**config.mk**
```make
export PLATFORM = sky130hd
export DESIGN_NAME = puf_eval_ctrl_flat
export DESIGN_NICKNAME = d
export VERILOG_FILES = /design/src/rtl/puf_eval_ctrl_pkg.sv /design/src/rtl/puf_eval_ctrl_if.sv /design/src/rtl/puf_vote_acc.sv /design/src/rtl/puf_eval_ctrl.sv /design/src/flat_wrapper.sv
export SDC_FILE = /design/constraint.sdc
export NUM_CORES = 1
export LEC_CHECK = 0
export ABC_AREA = 0
export CORE_ASPECT_RATIO = 0.75
export CORE_MARGIN = 2
export CORE_UTILIZATION = 44
export CTS_CLUSTER_SIZE = 25
export DETAILED_ROUTE_END_ITERATION = 8
export PLACE_DENSITY = 0.7
export SETUP_SLACK_MARGIN = 0.2
export SYNTH_ARGS = -nofsm -noshare
export SYNTH_HDL_FRONTEND = slang
export SYNTH_HIERARCHICAL = 1
export SYNTH_SLANG_ARGS = --single-unit
```
**constraint.sdc**
```tcl
create_clock -name Clk -period 1.8 [get_ports Clk]
set_input_delay 0.27 -clock Clk [delete_from_list [all_inputs] [get_ports Clk]]
set_output_delay 0.27 -clock Clk [all_outputs]
set_load 0.05 [all_outputs]
```
**src/rtl/puf_eval_ctrl_pkg.sv**
```systemverilog
// Shared types and constants for the PUF evaluation sequencer.
package puf_ctrl_pkg;

    typedef enum logic [2:0] {
        IDLE   = 3'd0,
        ARM    = 3'd1,
        FIRE   = 3'd2,
        SAMPLE = 3'd3,
        DONE   = 3'd4
    } state_e;

    localparam int DEF_N_BITS     = 64;
    localparam int DEF_SETTLE_CYC = 20;
    localparam int DEF_RACE_CYC   = 30;
    localparam int DEF_VOTES      = 5;

    // Width of one per-bit ones counter; it must hold 0..votes.
    function automatic int vote_cnt_w(input int votes);
        return (votes < 1) ? 1 : $clog2(votes + 1);
    endfunction

endpackage

```
**src/rtl/puf_eval_ctrl_if.sv**
```systemverilog
// Request and response valid/ready channels between the request source and the sequencer.
interface puf_eval_ctrl_if
    import puf_ctrl_pkg::*;
#(
    parameter int N_BITS = DEF_N_BITS
);
    logic              ReqValid;
    logic              ReqReady;
    logic [N_BITS-1:0] ReqChallenge;
    logic              RespValid;
    logic              RespReady;
    logic [N_BITS-1:0] RespData;
    logic [N_BITS-1:0] RespUnstable;

    // Request source / result consumer side.
    modport master (
        output ReqValid, ReqChallenge, RespReady,
        input  ReqReady, RespValid, RespData, RespUnstable
    );

    // Sequencer side.
    modport slave (
        input  ReqValid, ReqChallenge, RespReady,
        output ReqReady, RespValid, RespData, RespUnstable
    );
endinterface

```
**src/rtl/puf_vote_acc.sv**
```systemverilog
// Per-bit ones counters for majority voting over repeated PUF evaluations.
module puf_vote_acc
    import puf_ctrl_pkg::*;
#(
    parameter int N_BITS = DEF_N_BITS,
    parameter int VOTES  = DEF_VOTES
) (
    input  logic              Clk,
    input  logic              RstN,
    input  logic              clr,
    input  logic              acc_en,
    input  logic [N_BITS-1:0] bits,
    output logic [N_BITS-1:0] majority,
    output logic [N_BITS-1:0] unstable
);
    localparam int CW = vote_cnt_w(VOTES);

    logic [CW-1:0] cnt_q [N_BITS];

    // Clear on a new request, otherwise add each sampled bit to its counter.
    // NOTE: the counters are ordinary flops, so they take the async reset; an aborted request must never leak partial votes into a later result.
    always_ff @(posedge Clk or negedge RstN) begin
        if (!RstN) begin
            for (int i = 0; i < N_BITS; i++) cnt_q[i] <= '0;
        end else if (clr) begin
            for (int i = 0; i < N_BITS; i++) cnt_q[i] <= '0;
        end else if (acc_en) begin
            for (int i = 0; i < N_BITS; i++) cnt_q[i] <= cnt_q[i] + CW'(bits[i]);
        end
    end

    // Majority and disagreement flags straight from the counters.
    always_comb begin
        for (int i = 0; i < N_BITS; i++) begin
            majority[i] = (cnt_q[i] > CW'(VOTES / 2));
            unstable[i] = (cnt_q[i] != '0) && (cnt_q[i] != CW'(VOTES));
        end
    end
endmodule

```
**src/rtl/puf_eval_ctrl.sv**
```systemverilog
// Sequencer owning the shared challenge and excite lines of the DAPUF array.
// Each request runs VOTES arm/fire/sample evaluations; the result is a
// per-bit majority vote plus a mask of bits whose votes disagreed.
// VOTES must be odd and within 1..15.
module puf_eval_ctrl
    import puf_ctrl_pkg::*;
#(
    parameter int N_BITS     = DEF_N_BITS,
    parameter int SETTLE_CYC = DEF_SETTLE_CYC,
    parameter int RACE_CYC   = DEF_RACE_CYC,
    parameter int VOTES      = DEF_VOTES
) (
    input  logic              Clk,
    input  logic              RstN,
    puf_eval_ctrl_if.slave    bus,
    output logic [N_BITS-1:0] PufChallenge,
    output logic              ExciteL,
    output logic              ExciteR,
    input  logic [N_BITS-1:0] PufResp,
    output logic              Busy
);
    localparam int CW     = vote_cnt_w(VOTES);
    localparam int PH_MAX = (SETTLE_CYC > RACE_CYC) ? SETTLE_CYC : RACE_CYC;
    localparam int PW     = (PH_MAX < 2) ? 1 : $clog2(PH_MAX);

    state_e            state_q, state_d;
    logic [PW-1:0]     phase_q, phase_d;
    logic [CW-1:0]     vidx_q, vidx_d;
    logic              init_q;
    logic              excite_q;
    logic [N_BITS-1:0] chal_q;
    logic [N_BITS-1:0] data_hold_q, unst_hold_q;
    logic [N_BITS-1:0] acc_maj, acc_unst;
    logic              accept, acc_clr, acc_en;

    // init_q keeps ReqReady low until the first edge after reset release.
    assign bus.ReqReady = init_q && (state_q == IDLE);
    assign accept       = bus.ReqValid && bus.ReqReady;

    // Next-state, phase counter and vote index.
    // NOTE: every output of this block gets a default first, so no path can leave one unassigned and infer a latch.
    always_comb begin
        state_d = state_q;
        phase_d = phase_q;
        vidx_d  = vidx_q;
        acc_clr = 1'b0;
        acc_en  = 1'b0;
        case (state_q)
            IDLE: begin
                if (accept) begin
                    state_d = ARM;
                    phase_d = '0;
                    vidx_d  = '0;
                    acc_clr = 1'b1;
                end
            end
            ARM: begin
                if (phase_q == PW'(SETTLE_CYC - 1)) begin
                    state_d = FIRE;
                    phase_d = '0;
                end else begin
                    phase_d = phase_q + 1'b1;
                end
            end
            FIRE: begin
                if (phase_q == PW'(RACE_CYC - 1)) begin
                    state_d = SAMPLE;
                    phase_d = '0;
                end else begin
                    phase_d = phase_q + 1'b1;
                end
            end
            SAMPLE: begin
                acc_en = 1'b1;
                vidx_d = vidx_q + 1'b1;
                state_d = (vidx_q == CW'(VOTES - 1)) ? DONE : ARM;
            end
            DONE: begin
                if (bus.RespReady) state_d = IDLE;
            end
            default: state_d = IDLE;
        endcase
    end

    // State, counters, excite and challenge registers.
    // NOTE: non-blocking assignments here so every flop samples the pre-edge values regardless of statement order.
    always_ff @(posedge Clk or negedge RstN) begin
        if (!RstN) begin
            state_q  <= IDLE;
            phase_q  <= '0;
            vidx_q   <= '0;
            init_q   <= 1'b0;
            excite_q <= 1'b1;
            chal_q   <= '0;
        end else begin
            state_q  <= state_d;
            phase_q  <= phase_d;
            vidx_q   <= vidx_d;
            init_q   <= 1'b1;
            excite_q <= (state_d != ARM);
            if (accept) chal_q <= bus.ReqChallenge;
        end
    end

    // Keep the delivered result visible after the handshake, while the counters are reused.
    always_ff @(posedge Clk or negedge RstN) begin
        if (!RstN) begin
            data_hold_q <= '0;
            unst_hold_q <= '0;
        end else if (state_q == DONE) begin
            data_hold_q <= acc_maj;
            unst_hold_q <= acc_unst;
        end
    end

    puf_vote_acc #(
        .N_BITS(N_BITS),
        .VOTES (VOTES)
    ) u_vote_acc (
        .Clk     (Clk),
        .RstN    (RstN),
        .clr     (acc_clr),
        .acc_en  (acc_en),
        .bits    (PufResp),
        .majority(acc_maj),
        .unstable(acc_unst)
    );

    assign PufChallenge     = chal_q;
    assign ExciteL          = excite_q;
    assign ExciteR          = excite_q;
    assign Busy             = (state_q != IDLE);
    assign bus.RespValid    = (state_q == DONE);
    assign bus.RespData     = (state_q == DONE) ? acc_maj  : data_hold_q;
    assign bus.RespUnstable = (state_q == DONE) ? acc_unst : unst_hold_q;
endmodule

```
**src/flat_wrapper.sv**
```systemverilog
// flat-port wrapper written by rule: the top's interface ports become plain ports
module puf_eval_ctrl_flat import puf_ctrl_pkg::*;
#(
    parameter int N_BITS     = DEF_N_BITS,
    parameter int SETTLE_CYC = DEF_SETTLE_CYC,
    parameter int RACE_CYC   = DEF_RACE_CYC,
    parameter int VOTES      = DEF_VOTES
)
  (Clk, RstN, PufChallenge, ExciteL, ExciteR, PufResp, Busy, bus_ReqValid, bus_ReqChallenge, bus_RespReady, bus_ReqReady, bus_RespValid, bus_RespData, bus_RespUnstable);
  puf_eval_ctrl_if #(.N_BITS(N_BITS)) bus_i ();
  input  logic Clk;
  input  logic RstN;
  output logic [N_BITS-1:0] PufChallenge;
  output logic ExciteL;
  output logic ExciteR;
  input  logic [N_BITS-1:0] PufResp;
  output logic Busy;
  input wire logic [$bits(bus_i.ReqValid)-1:0] bus_ReqValid;
  input wire logic [$bits(bus_i.ReqChallenge)-1:0] bus_ReqChallenge;
  input wire logic [$bits(bus_i.RespReady)-1:0] bus_RespReady;
  output wire logic [$bits(bus_i.ReqReady)-1:0] bus_ReqReady;
  output wire logic [$bits(bus_i.RespValid)-1:0] bus_RespValid;
  output wire logic [$bits(bus_i.RespData)-1:0] bus_RespData;
  output wire logic [$bits(bus_i.RespUnstable)-1:0] bus_RespUnstable;
  assign bus_i.ReqValid = bus_ReqValid;
  assign bus_i.ReqChallenge = bus_ReqChallenge;
  assign bus_i.RespReady = bus_RespReady;
  assign bus_ReqReady = bus_i.ReqReady;
  assign bus_RespValid = bus_i.RespValid;
  assign bus_RespData = bus_i.RespData;
  assign bus_RespUnstable = bus_i.RespUnstable;
  puf_eval_ctrl #(.N_BITS(N_BITS), .SETTLE_CYC(SETTLE_CYC), .RACE_CYC(RACE_CYC), .VOTES(VOTES)) u_core (.Clk(Clk), .RstN(RstN), .bus(bus_i), .PufChallenge(PufChallenge), .ExciteL(ExciteL), .ExciteR(ExciteR), .PufResp(PufResp), .Busy(Busy));
endmodule
```
==> reports/qor.yml, run 1 <==
status: "finished, violations left"
failed_checks: "setup timing"
clock_skew_ps: 22.5
pwr-share-comb: 0.049
p_sw_mw: 4.09
cts_root_buf: "clkbuf_16"
dp_hpwl_mm: 30.2
seq_power_share: 0.491
yosys.area.top_type: "dfrtp_1"
synth_edf_count: 0
hold_violations: 0
cts_htree_levels: 2
start_util: 0.449
die_y_um: 187
synthArstFlopShare: 1.00
max_freq_ghz: 0.404
final_nets: 2255
required_ps: 1530
ys_ff_latch: 397
grt_pass1_vias: 13600
clk_latency_ps: 550
end_kind: "output port"
dpl.cell_count: 2523
clockBufferDepth: 3
dr.pass1.iters: 4
yosys_warnings: 6
clock-sinks: 397
area_growth_pct: 27.5
synth_nets: 1894
port_buffers: 328
yosysUniqueCellTypes: 45
finalSetupTns_ps: -80760
post_dp_cell_area_mm2: 0.0236
p_per_area_mw_per_mm2: 740
die_w_um: 248
rows: 66
design.core.area_mm2: 0.0437
fin_crit_ps: 2480
switching_share: 0.221
wl_mm: 42.6
io_pins: 329
postRouteAntennaNets: 0
clockPowerShare: 0.460
vdd_drop_max_mv: 0.778
grt_pass1_wl_mm: 70.7
synth-main-ff-cell: "dfrtp_1"
grt_start_max_net_pins: 57
vias_per_cell: 5.00
design_area_mm2: 0.0250
drt_iter0_drc: 522
gr-total-overflow: 0
grtUsageTotal: 0.186
cap_violations: 0
finalSetupViolCount: 131
vias: 13000
relSlewSlack: 0.621
drive_gt1_frac: 0.264
clk_pin_slew_ps: 60
avgSynthCellArea_um2: 12.0
final_max_slew_viol_count: 0
antenna_found_initial: 1
start_kind: "flip-flop"
cts_tree: "built"
power.leakage_nw: 12.7
ys_top_cells_by_area: "dfrtp_1, ha_1, mux2i_1"
fin_ws_ps: -676
hold_slack_ps: 240
wl_per_cell_um: 16.4
drc: 0
pre_cts_ws_ps: -118
synth_seq_area_share: 0.507
hold_path_class: "in -> reg"
yosys.area.top_type_share: 0.505
fin_cells: 2602
synth_cells: 1630
intPower_mw: 14.4
cts_made_buffers: 42
worst_slew_pin_slew_ps: 569
path_class: "reg -> out"
period_share: 1.38
syn_area_mm2: 0.0196
crit_arrival_ps: 2210
cp_max_fo: 19
fp.dieArea_mm2: 0.0463
rsz0062_at_grt: "yes"
gp_congestion: 0.773
==> critical path, cell delays in order, from the launching register on <==
cell	delay, ps
dfrtp_1	410
nor3b_4	260
buf_12	210
buf_12	190
mux2_2	370
buf_4	190
==> area by class of cell <==
type	instances	area, um^2
Antenna cell	1	2.50
Clock buffer	58	1190
Clock inverter	18	166
Fill cell	3600	18700
Inverter	6	30.0
Multi-Input combinational cell	1144	9120
Sequential cell	397	9940
Tap cell	578	723
Timing Repair Buffer	400	3850
==> final timing paths <==
kind	slack, ps	to	depth (start not counted)	start
setup reg to reg	50	u_core/u_vote_acc/cnt_q[28]$_DFFE_PN0P_	6	u_core/state_q[2]$_DFF_PN0_
setup / recovery	-680	bus_RespData[29]	5	u_core/state_q[0]$_DFF_PN0_
max in group asynchronous	880	u_core/u_vote_acc/cnt_q[162]$_DFFE_PN0P_	3	RstN
min in group asynchronous	300	u_core/unst_hold_q[56]$_DFF_PN0_	2	RstN
hold reg to reg	470	u_core/PufChallenge[23]$_DFFE_PN0P_	2	u_core/PufChallenge[23]$_DFFE_PN0P_
hold / removal	240	u_core/PufChallenge[31]$_DFFE_PN0P_	3	bus_ReqChallenge[31]
==> power by group through the flow <==
stage          registers (mW)  clock network (mW)  logic, mW
2_1_floorplan            9.24                   0      0.280
3_3_place_gp             9.25                   0      0.888
3_5_place_dp             9.25                   0      0.922
4_1_cts                  9.09                8.83      0.932
5_1_grt                  9.10                9.22       1.03
6_report                 9.09                8.53      0.901
==> cell usage after synthesis, types with 2 or more instances <==
cell / number
a211oi_1: 2
a21bo_1: 50
a21bo_2: 14
a21o_1: 66
a21oi_1: 16
a21oi_2: 50
and2_1: 3
buf_1: 3
buf_2: 19
buf_4: 7
buf_6: 17
buf_8: 18
clkbuf_1: 19
dfrtp_1: 396
ha_1: 132
inv_1: 5
mux2_1: 100
mux2_2: 28
mux2i_1: 128
nand2_1: 200
nand2b_1: 64
nand3_1: 4
nand3b_1: 64
nor2_1: 134
nor3_1: 2
nor3b_1: 2
nor3b_2: 2
o21ai_0: 5
xnor2_1: 64
==> cells in the final DEF, fill, tap and decap left out, types with 2 or more instances in the layout <==
| cell | count |
|---|---|
| a21oi_1 | 16 |
| mux2_2 | 95 |
| clkdlybuf4s15_2 | 11 |
| a21bo_1 | 50 |
| xnor2_1 | 64 |
| ha_1 | 132 |
| dfrtp_1 | 396 |
| a211oi_1 | 2 |
| nand2b_1 | 64 |
| clkbuf_16 | 42 |
| and2_1 | 3 |
| buf_6 | 19 |
| nor3b_1 | 2 |
| clkbuf_8 | 8 |
| clkinvlp_4 | 3 |
| clkdlybuf4s50_1 | 130 |
| buf_12 | 34 |
| nor2_1 | 134 |
| bufinv_16 | 2 |
| clkbuf_2 | 19 |
| clkdlybuf4s18_2 | 2 |
| buf_4 | 180 |
| a21o_1 | 66 |
| inv_1 | 5 |
| nand3_1 | 3 |
| clkinv_2 | 10 |
| inv_6 | 2 |
| a21bo_2 | 14 |
| a21oi_2 | 50 |
| mux2i_1 | 128 |
| mux2_4 | 33 |
| clkbuf_1 | 8 |
| nand3b_1 | 64 |
| o21ai_0 | 5 |
| nand2_1 | 200 |
==> cell families (layout without fill, tap and decap cells) <==
family	Yosys count	after routing	share of synthesized area
adders and majority gates	132	132	0.0842
DFF	397	397	0.507
buffers and inverters	89	482	0.0364
AOI/OAI and AO/OA	211	211	0.0897
other	1	2	0.000191
muxes	256	256	0.139
and+or+nand+nor	479	479	0.115
xor gates and xnor gates	65	65	0.0290
==> flip-flops by register name, summed over array words and instances, names as in the netlist <==
signal / cells
u_core/ExciteL: 1
u_core/PufChallenge: 64
u_core/data_hold_q: 64
u_core/init_q: 1
u_core/phase_q: 5
u_core/state_q: 3
u_core/u_vote_acc/cnt_q: 192
u_core/unst_hold_q: 64
u_core/vidx_q: 3
==> through the flow <==
| step | utilization | power (mW) |
|---|---|---|
| after floorplan | - | 9.52 |
| after global placement | 0.541 | 10.1 |
| after detailed placement | 0.541 | 10.2 |
| after CTS | 0.574 | 18.9 |
| after global routing | 0.573 | 19.4 |
| final | 0.573 | 18.5 |
==> what timing repair did <==
action	CTS	global route
pin swaps	0	1
resized for setup	68	43
buffers inserted	1	0
hold buffers	1	0
setup endpoints to repair	436	497
endpoints found under the hold margin	39	0
==> metal layers <==
| metal | track usage | wire length (um) | vias to the layer above |
|---|---|---|---|
| li1 | - | - | 6313 |
| met1 | 0.252 | 19200 | 6438 |
| met2 | 0.301 | 20200 | 216 |
| met3 | 0.0471 | 2420 | 51 |
| met4 | 0.0394 | 746 | 0 |
| met5 | 0 | 0 | - |
No activity file was read; power rests on OpenSTA's default activity.
==> run 2: changes to the inputs <==
--- a/config.mk
+++ b/config.mk
@@ -6,7 +6,6 @@
 export NUM_CORES = 1
 export LEC_CHECK = 0
 export ABC_AREA = 0
-export CORE_ASPECT_RATIO = 0.75
 export CORE_MARGIN = 2
 export CORE_UTILIZATION = 44
 export CTS_CLUSTER_SIZE = 25
==> run 2 against run 1 <==
Effect of this change:
- the run still ends with setup timing left
- routed wire length up 11%
- sequential cell count unchanged
- worst hold slack worse by 29 ps
- worst setup slack lost 26 ps
- sequential power about the same
- first-iteration DRC count up 28%
- utilization rose by 2.1 points
- via count grew 4.0%
- design area up 4.7%
- clock skew decreased by 12 ps
- critical path type unchanged
- largest cell class unchanged
- highest routed layer is now met5
==> reports/qor.yml, run 2 (synthesized netlist as in run 1, its figures left out) <==
crit_top_cell: "buf_4"
design_area_mm2: 0.0262
rsz0062_at_grt: "yes"
cpPeakStageDelay_ps: 410
die_y_um: 215
cts_made_buffers: 45
intPower_mw: 15.1
final_cell_mix: "dfrtp_1, nand2_1, buf_4, nor2_1, ha_1"
grt_start_max_net_pins: 60
area_growth_pct: 33.6
clockBufferDepth: 3
drt_iter0_drc: 670
seq_power_share: 0.472
wl_mm: 47.4
hold_path_class: "in -> async"
fin_cells: 2669
dp_hpwl_mm: 31.3
period_share: 1.39
drc: 0
grt_pass1_vias: 14500
cts_htree_levels: 2
antennaDiodeCount: 0
clock_skew_ps: 10.3
drive_gt1_frac: 0.283
cap_violations: 0
largest-register: "u_core/u_vote_acc/cnt_q"
cp_max_fo: 21
cts_root_buf: "clkbuf_16"
clockPowerShare: 0.482
largest_reg_flops: 192
crit_arrival_ps: 2230
p_per_area_mw_per_mm2: 735
fillers: 3543
fin_crit_ps: 2500
path_cells: "nor3b_4 -> buf_12 -> buf_4 -> mux2_2 -> buf_4"
rows: 77
vias_per_cell: 5.07
slowest_stage: "dfrtp_1"
dpl.cell_count: 2543
postRouteAntennaNets: 0
wl_per_cell_um: 17.8
post_dp_cell_area_mm2: 0.0236
finalSetupViolCount: 394
finalSetupTns_ps: -153310
fin_ws_ps: -702
pre_cts_ws_ps: -112
total_power_mw: 19.3
fp.dieArea_mm2: 0.0463
io_pins: 329
end_kind: "output port"
gp_congestion: 0.794
port_buffers: 328
clk_pin_slew_ps: 60
grt_pass1_wl_mm: 77.3
status: "finished, violations left"
timing.rr.start: "u_core/state_q[0]$_DFF_PN0_"
power.leakage_nw: 13.2
vdd_drop_max_mv: 0.640
switching_share: 0.217
required_ps: 1530
path_class: "reg -> out"
antenna_found_initial: 3
layout_commonest_cell: "dfrtp_1"
hold_violations: 0
clk_latency_ps: 560
gr-total-overflow: 0
reg2reg_slack_ps: -400
p_sw_mw: 4.18
start_kind: "flip-flop"
clock-sinks: 397
start_util: 0.445
grtUsageTotal: 0.206
cts_tree: "built"
vias: 13500
reg2reg_to: "u_core/PufChallenge[62]$_DFFE_PN0P_"
failed_checks: "setup timing"
design.core.area_mm2: 0.0441
final_nets: 2306
dr.pass1.iters: 4
pwr-share-comb: 0.046
reg2reg_depth: 14
final_max_slew_viol_count: 0
max_freq_ghz: 0.400
die_w_um: 215
## run 2: cell types whose count changed in the layout (fill, tap and decap cells not counted), moves of 13 or more
cell and delta:
buf_16 +13, buf_4 +14, buf_6 +29, mux2_2 -13, mux2_4 +13, clkbuf_2 -19
## run 2: per-stage QoR
stage | util | hold WS, ps
2_1_floorplan | - | -25.6
3_3_place_gp | 0.535 | 205
3_5_place_dp | 0.535 | 194
4_1_cts | 0.592 | 205
5_1_grt | 0.594 | 220
6_report | 0.594 | 211
## run 2: cell type report
type,count,area (um^2),share of cell area
clock buffer,74,1410,0.0537
clock inverter,8,93.8,0.00358
inverter,6,30.0,0.00115
multi-input combinational,1144,9180,0.350
sequential,397,9940,0.379
tap,592,741,0.0283
timing repair buffer,448,4810,0.184
## run 2: worst max path at each step
| stage | endpoint | start | depth (start not counted) |
|---|---|---|---|
| 2_1_floorplan | bus_RespData[10] | u_core/state_q[0]$_DFF_PN0_ | 5 |
| 3_3_place_gp | bus_RespData[50] | u_core/state_q[0]$_DFF_PN0_ | 5 |
| 3_5_place_dp | bus_RespData[50] | u_core/state_q[0]$_DFF_PN0_ | 5 |
| 4_1_cts | bus_RespData[21] | u_core/state_q[0]$_DFF_PN0_ | 5 |
| 5_1_grt | bus_RespData[21] | u_core/state_q[0]$_DFF_PN0_ | 5 |
| 6_report | bus_RespData[21] | u_core/state_q[0]$_DFF_PN0_ | 5 |
## run 2: timing repair
action,4_1_cts,5_1_grt
hold buffers,1,0
pin swaps,1,1
setup buffers,24,4
hold endpoints to repair,202,0
endpoints found under the setup margin,394,464
cloned,15,0
gates resized for setup,128,11
## run 2: routing by layer
layer / vias to the layer above / global-route usage / wire length, um
li1: 6424 / - / -
met1: 6743 / 0.262 / 20500
met2: 286 / 0.352 / 23100
met3: 86 / 0.0463 / 2550
met4: 2 / 0.0618 / 1170
met5: - / 0 / 13
## run 2: power by group through the flow
stage / registers [mW] / clock network, mW / logic, mW
after global placement: 9.24 / 0 / 0.858
final: 9.09 / 9.28 / 0.882
after floorplan: 9.24 / 0 / 0.280
after global routing: 9.10 / 9.92 / 1.01
after detailed placement: 9.25 / 0 / 0.896
after CTS: 9.09 / 9.50 / 0.908
## run 2: worst max-delay path, delay by kind of cell, from the launching register on
kind | cells | cell delay [ps]
buffers and inverters | 3 | 590
multiplexers | 1 | 360
AND/OR/NAND/NOR | 1 | 280
flip-flops | 1 | 410
